<file path="src/rtl/gpu_cmd_encoder.sv">
// rtl/gpu_cmd_encoder.sv - packs host draw/alpha commands into 82-bit words
// and buffers them in a first-word-fall-through FIFO for the GPU controller.
module gpu_cmd_encoder #(
  parameter int         DEPTH = 8,
  parameter logic [7:0] MAX_X = 8'd159,
  parameter logic [7:0] MAX_Y = 8'd119
) (
  input  logic                     clk,
  input  logic                     rst,
  input  logic                     cmd_valid,
  output logic                     cmd_ready,
  input  logic                     inst_type,
  input  logic                     vertice_num,
  input  logic                     fill_type,
  input  logic                     layer_num,
  input  logic [7:0]               x0,
  input  logic [7:0]               y0,
  input  logic [7:0]               x1,
  input  logic [7:0]               y1,
  input  logic [7:0]               x2,
  input  logic [7:0]               y2,
  input  logic [23:0]              color_code,
  input  logic [1:0]               texture_code,
  input  logic [3:0]               alpha_val,
  output logic [81:0]              fifo_data,
  output logic                     fifo_empty,
  input  logic                     fifo_read,
  output logic [$clog2(DEPTH):0]   count,
  output logic                     cmd_err,
  output logic [7:0]               err_cnt
);

  localparam int AW = $clog2(DEPTH);
  localparam int CW = AW + 1;
  localparam logic [CW-1:0] FULL_CNT = CW'(DEPTH);

  logic [81:0]   mem_q [DEPTH];
  logic [AW-1:0] head_q, head_d;
  logic [AW-1:0] tail_q, tail_d;
  logic [CW-1:0] count_q, count_d;
  logic          cmd_err_q, cmd_err_d;
  logic [7:0]    err_cnt_q, err_cnt_d;

  logic          in_bounds;
  logic          accept;
  logic          push;
  logic          reject;
  logic          pop;
  logic [47:0]   coords;
  logic [81:0]   word;

  always_comb begin
    in_bounds = (x0 <= MAX_X) && (x1 <= MAX_X) && (x2 <= MAX_X) &&
                (y0 <= MAX_Y) && (y1 <= MAX_Y) && (y2 <= MAX_Y);
    // Alpha-blend words carry no geometry, so coordinates are zeroed.
    coords    = inst_type ? 48'd0 : {y2, x2, y1, x1, y0, x0};
    word      = {alpha_val, texture_code, color_code, fill_type, layer_num,
                 coords, vertice_num, inst_type};

    accept = cmd_valid && cmd_ready;
    push   = accept && (inst_type || in_bounds);
    reject = accept && !inst_type && !in_bounds;
    pop    = fifo_read && (count_q != '0);

    head_d  = pop  ? head_q + AW'(1) : head_q;
    tail_d  = push ? tail_q + AW'(1) : tail_q;
    count_d = count_q;
    case ({push, pop})
      2'b10:   count_d = count_q + CW'(1);
      2'b01:   count_d = count_q - CW'(1);
      default: count_d = count_q;
    endcase

    cmd_err_d = reject;
    err_cnt_d = (reject && (err_cnt_q != 8'hFF)) ? err_cnt_q + 8'd1 : err_cnt_q;
  end

  always_ff @(posedge clk) begin
    if (rst) begin
      head_q    <= '0;
      tail_q    <= '0;
      count_q   <= '0;
      cmd_err_q <= 1'b0;
      err_cnt_q <= 8'd0;
    end else begin
      head_q    <= head_d;
      tail_q    <= tail_d;
      count_q   <= count_d;
      cmd_err_q <= cmd_err_d;
      err_cnt_q <= err_cnt_d;
    end
  end

  always_ff @(posedge clk) begin
    if (push && !rst) begin
      mem_q[tail_q] <= word;
    end
  end

  assign cmd_ready  = (count_q < FULL_CNT);
  assign fifo_data  = mem_q[head_q];
  assign fifo_empty = (count_q == '0);
  assign count      = count_q;
  assign cmd_err    = cmd_err_q;
  assign err_cnt    = err_cnt_q;

endmodule

</file>
<file path="config.mk">
export PLATFORM = sky130hd
export DESIGN_NAME = gpu_cmd_encoder
export DESIGN_NICKNAME = d
export VERILOG_FILES = /design/src/rtl/gpu_cmd_encoder.sv
export SDC_FILE = /design/constraint.sdc
export NUM_CORES = 1
export LEC_CHECK = 0
export CAP_MARGIN = 40
export CORE_MARGIN = 3
export CORE_UTILIZATION = 63
export DETAILED_ROUTE_END_ITERATION = 8
export PLACE_DENSITY = 0.85
export SLEW_MARGIN = 20
export SYNTH_ARGS = -nofsm -noshare
export SYNTH_HDL_FRONTEND = slang
export SYNTH_SLANG_ARGS = --single-unit
</file>
<file path="constraint.sdc">
create_clock -name clk -period 18.1 [get_ports clk]
set_clock_uncertainty 0.15 [all_clocks]
set_input_delay 3.62 -clock clk [delete_from_list [all_inputs] [get_ports clk]]
set_output_delay 3.62 -clock clk [all_outputs]
set_load 0.02 [all_outputs]
</file>
* After elaboration in Yosys (flattened, before gate mapping) *
Memories as Yosys holds them, arrays and structs flattened. A register that Yosys moved wholly into a read port is not among the register bits.
Cells that the tools add are included.

word-level totals
  bits in latches = 0
  word-level logic and storage cells = 46
  bits in read-only memories = 0
  output and inout port bits = 97
  register bits = 19
  memories kept = 1
  bits in writable memories = 656

memories
  name   depth  bits a word  rd ports  clocked after Yosys merged registers in  wr ports  line  text
  mem_q  8      82           1         1                                        1         37    logic [81:0] mem_q [DEPTH];

cells by class
  bitwise operators = 0
  divide/modulo/power cells = 0
  $lt $le $gt $ge = 7
  multipliers = 0
  muxes and demuxes = 6
  reductions and logical operators = 19
  eq/ne operators = 3
  shifts and indexed selects = 0
  add/subtract/negate cells = 5

operators with widths
  kind                                                  number
  two-way mux 48 bit                                    1
  <= comparator 8 x 7 -> 1 bit (second input constant)  3
  <= comparator 8 bit (second input constant)           3
  logical AND 1 bit                                     12
  adder 8 x 1 -> 8 bit (second input constant)          1
  inequality test 8 bit (second input constant)         1
  case mux 4 bit (2 select lines)                       1
  adder 3 x 1 -> 3 bit (second input constant)          2
  two-way mux 3 bit                                     2
  adder 4 x 1 -> 4 bit (second input constant)          1
  zero test 4 bit                                       1
  less-than comparator 4 bit (second input constant)    1
  nonzero test 4 bit                                    1
  subtractor 4 x 1 -> 4 bit (second input constant)     1
  zero test 1 bit                                       3
  equality test 2 x 1 -> 1 bit (second input constant)  1
  equality test 2 bit (second input constant)           1
  two-way mux 1 bit                                     2
  nonzero test 2 bit                                    1
  logical OR 1 bit                                      1

* Longest topological paths before layout *
  depth after elaboration = 11
  depth in mapped cells = 11
  gate-level depth less buffers = 11

* Least setup slack after synthesis *
OpenSTA, ideal clock, no wires.

  path kind = input -> register
  from = input port y0[7]
  to = memory mem_q[0][0], enable pin
  setup time = 0.568 ns
  required time = 17.382 ns
  cell stages on the path = 5
  data arrival time = 9.031 ns
  slack = 8.351 ns
  path through = nor3_2 -> nand4_2 -> o41ai_4 -> nand2b_2 -> nor4_2

on the way
  word-level cells in the longest chain between the ends = 9

ends and longest elaborated chain
  what                                     line  text
  start, declared                          17    input logic [7:0] y0,
  <= comparator 8 x 7 -> 1 bit             54    (y0 <= MAX_Y) && (y1 <= MAX_Y) && (y2 <= MAX_Y);
  logical AND 1 bit                        53    in_bounds = (x0 <= MAX_X) && (x1 <= MAX_X) && (x2 <= MAX_X) &&
  logical AND 1 bit (2 in a row)           54
  logical OR 1 bit                         61    push = accept && (inst_type || in_bounds);
  logical AND 1 bit                        61
  logical AND 1 bit                        95    if (push && !rst) begin
  two-way mux 1 bit                        95
  two-way mux 1 bit (implied by the code)  96    mem_q[tail_q] <= word;
  end, declared                            37

No other way between the ends.

==> implementation parameters <==
Parameter                              Value

Outcome
  Outcome    finished, final reports clean

Global route
  First-pass GRT wire length    roughly 94000 um
  Initial antenna violation count    1
  Overflow after GRT    0
  Largest net degree at the start of global routing    61
  Via count of the first global-routing pass    13538
  Global-route usage over all layers    0.2949

Clocking
  Clock Tree Root    sky130_fd_sc_hd__clkbuf_16
  Post-CTS setup repair buffer count    0
  Clock slew seen by the registers of the worst setup and hold paths    approximately 60 ps
  Maximum number of buffers from clock root to sink    3
  Clock latency reported for the late side of the worst-skew pair    590 ps
  CTS Buf Count    66
  Maximum level of the CTS H-tree    3
  Clk sink count    roughly 680
  CTS tree    built
  Hold-fix buffers at CTS    0
  CTS-repair resized insts    0

Synth
  Proportion of netlist area held by the largest area contributor    0.7558
  Post-synthesis sequential element count    678
  Dominant cell by count in the synthesized netlist    sky130_fd_sc_hd__edfxtp_1
  Nets in the synthesized netlist    1233
  Number of distinct standard cells referenced by the synthesized netlist    between 40 and 50
  Number of flops mapped to enable cells by yosys    656
  Area contributors post-synth    sky130_fd_sc_hd__edfxtp_1 76%, sky130_fd_sc_hd__mux4_2 14%, sky130_fd_sc_hd__mux2_2 3.5%, sky130_fd_sc_hd__dfxtp_1 1.7%, sky130_fd_sc_hd__nor2b_1 1.3%
  Top FF cell, synth    sky130_fd_sc_hd__edfxtp_1
  Portion of the post-synthesis area used by sequential elements    0.7727
  Leading area contributor after synthesis    sky130_fd_sc_hd__edfxtp_1
  Async set or reset register ratio after synthesis    0
  Most common library cells after synthesis    656 x sky130_fd_sc_hd__edfxtp_1, 164 x sky130_fd_sc_hd__mux4_2, 82 x sky130_fd_sc_hd__mux2_2
  Cell area after technology mapping    26060 um2
  Syn Area/Cell    22.86 um2
  Yosys synthesis warning count    0
  Post-Syn Instances    1140

Layout
  Layout area overhead    19.07%
  Number of nets in the final layout    ~1500
  Number of antenna repair diodes    0
  Finished layout cell area    31030 um2
  Share of cells above drive strength 1    0.2759
  Fill cells    1921

STA
  Actual transition at the worst max-transition pin    877.5 ps
  Worst slew margin    0.4150
  Highest Clock Rate    0.1147 GHz
  Final hold violation count    0
  Number of setup violations in the final report    0
  Post-route fraction of the period consumed by the critical path    0.4818
  Unrepaired setup endpoints after global routing    no
  Setup TNS after final layout    0 ps
  Final critical-path required period    8720 ps
  Max-slew violation count    0

Worst setup path
  Sort of element at the start of the critical path    flip-flop
  Delay-heaviest family, CP    buffers and inverters
  Crit path arrival time    approximately 5000 ps
  Number of buffers and inverters on the critical path    7
  Data required time at the worst endpoint    roughly 14000 ps
  Slowest cell delay on critical path    approximately 630 ps
  Class of the most critical setup path    flip-flop to output port
  Cells along the critical path    buf_4 > buf_12 > buf_4 > buf_16 > buf_4 > buf_16 > mux4_2 > mux2_2 > clkdlybuf4s50_1
  Crit path top cell by count    sky130_fd_sc_hd__buf_4
  Largest driver fanout on the critical path    38
  Crit path capture type    output port
  Cell with the largest stage delay on the worst path    sky130_fd_sc_hd__dfxtp_4

Place
  Last weighted congestion value of the routability-driven placer    between 0.7 and 0.8
  Placed wire-length estimate    33200 um
  Placed inst area    just under 30000 um2
  Port buffer count    182

Run
  Max-capacitance violation count    0

Floorplanning
  Area of the core region    between 40000 and 50000 um2
  Starting density of the core    0.6470
  Top-level I/O count    183
  Area enclosed by the die boundary    43850 um2
  Width of the chip    209.4 um
  Row count    73
  Die height    209.4 um

Routing
  Post-route ant nets    0
  Drt drc    0
  First-pass DRT Iterations    5
  Routed WL per cell    33.43 um
  Routed wire length    64920 um
  Mean number of vias per cell    6.807
  Total via count in the routed design    13220
  Number of DRC markers after the initial detailed-route iteration    1731

Hold path
  Hold Crit Class    flip-flop to flip-flop

Power and ir drop
  Power, Total    0.003900 W
  Power density over the cells    125.7 nW/um2
  Leakage    around 9.7 nW
  Peak supply drop    0.1040 mV
## report_power, final
group	leakage (nW)	internal (W)	switching, W
logic	2.50	0.000393	0.000370
registers	6.15	0.00175	0.0000290
clock network	1.01	0.000790	0.000570
## final timing paths
check,from,end,slack (ps),cells past startpoint
setup / recovery,flip-flop,fifo_data[46],9380,9
hold / removal,head_q[1],flip-flop,360,2
setup reg to reg,count[3],mem_q[0][77],14030,7
hold reg to reg,head_q[1],flip-flop,360,2
## worst register-to-register path, delay by kind of cell (launching register included)
kind	cells	cell delay (ps)
AOI/OAI and AO/OA	1	680
and+or+nand+nor	3	1240
buffers and inverters	3	1290
DFF	1	360
## area by class of cell
class                      count  area [um2]  share of cell area
timing repair buffer         217        2360             0.07604
multi-input combinational    404        5747              0.1852
clock inverter                27       290.3            0.009354
tap                          525       656.9             0.02117
sequential                   678       20150              0.6493
clock buffer                  86        1810             0.05834
inverter                       5       18.77           0.0006048
## cell usage in the layout (no fill, tap or decap), types with 3 or more instances in the layout
| cell type | instances |
|---|---|
| sky130_fd_sc_hd__buf_16 | 9 |
| sky130_fd_sc_hd__a21oi_1 | 6 |
| sky130_fd_sc_hd__clkinv_1 | 11 |
| sky130_fd_sc_hd__nor2_4 | 6 |
| sky130_fd_sc_hd__clkbuf_16 | 69 |
| sky130_fd_sc_hd__bufinv_16 | 6 |
| sky130_fd_sc_hd__nand2b_1 | 5 |
| sky130_fd_sc_hd__nor2b_1 | 55 |
| sky130_fd_sc_hd__mux2_1 | 6 |
| sky130_fd_sc_hd__nor3_1 | 4 |
| sky130_fd_sc_hd__nor2_1 | 21 |
| sky130_fd_sc_hd__xor2_1 | 3 |
| sky130_fd_sc_hd__edfxtp_1 | 656 |
| sky130_fd_sc_hd__buf_12 | 8 |
| sky130_fd_sc_hd__clkdlybuf4s50_1 | 181 |
| sky130_fd_sc_hd__clkinvlp_4 | 3 |
| sky130_fd_sc_hd__dfxtp_4 | 3 |
| sky130_fd_sc_hd__inv_1 | 4 |
| sky130_fd_sc_hd__nand2_1 | 9 |
| sky130_fd_sc_hd__buf_4 | 18 |
| sky130_fd_sc_hd__mux2_2 | 82 |
| sky130_fd_sc_hd__clkinv_2 | 4 |
| sky130_fd_sc_hd__mux4_2 | 164 |
| sky130_fd_sc_hd__dfxtp_1 | 19 |
| sky130_fd_sc_hd__xnor2_1 | 3 |
| sky130_fd_sc_hd__clkbuf_1 | 15 |
| sky130_fd_sc_hd__ha_1 | 6 |
## cell families after synthesis
group / count (synthesis) / synth area share
xor gates and xnor gates: 6 / 0.002017
muxes: 254 / 0.1805
DFF: 678 / 0.7727
and+or+nand+nor: 121 / 0.02727
buffers and inverters: 58 / 0.009169
AOI/OAI and AO/OA: 16 / 0.004657
adders and majority gates: 7 / 0.003649
## through the flow
stage                     std cells    util  setup slack (ps)  hold WS [ps]
after floorplan                1140       -              8351         318.2
after global placement         1812  0.7082              9409         317.4
after detailed placement       1827  0.7171              9924         349.8
after CTS                      1940  0.7693              9204         360.5
after global routing           1942  0.7704              8962         381.4
final                          1942  0.7704              9380         358.4
## layer usage
layer / wire (um) / part of all wire / up-vias / track usage
li1: - / - / 5205 / -
met1: 23080 / 0.36 / 6888 / 0.4056
met2: 33340 / 0.51 / 978 / 0.4779
met3: 6276 / 0.097 / 147 / 0.06233
met4: 2209 / 0.034 / 2 / 0.1111
met5: 11 / 0.00017 / - / 0
## sequential cells by signal (all words and copies together) (netlist names), named ones only
name	cells
cmd_err	1
count	4
err_cnt	8
head_q	3
mem_q	656
tail_q	3
Note: power is estimated with default switching activity, not from simulation.
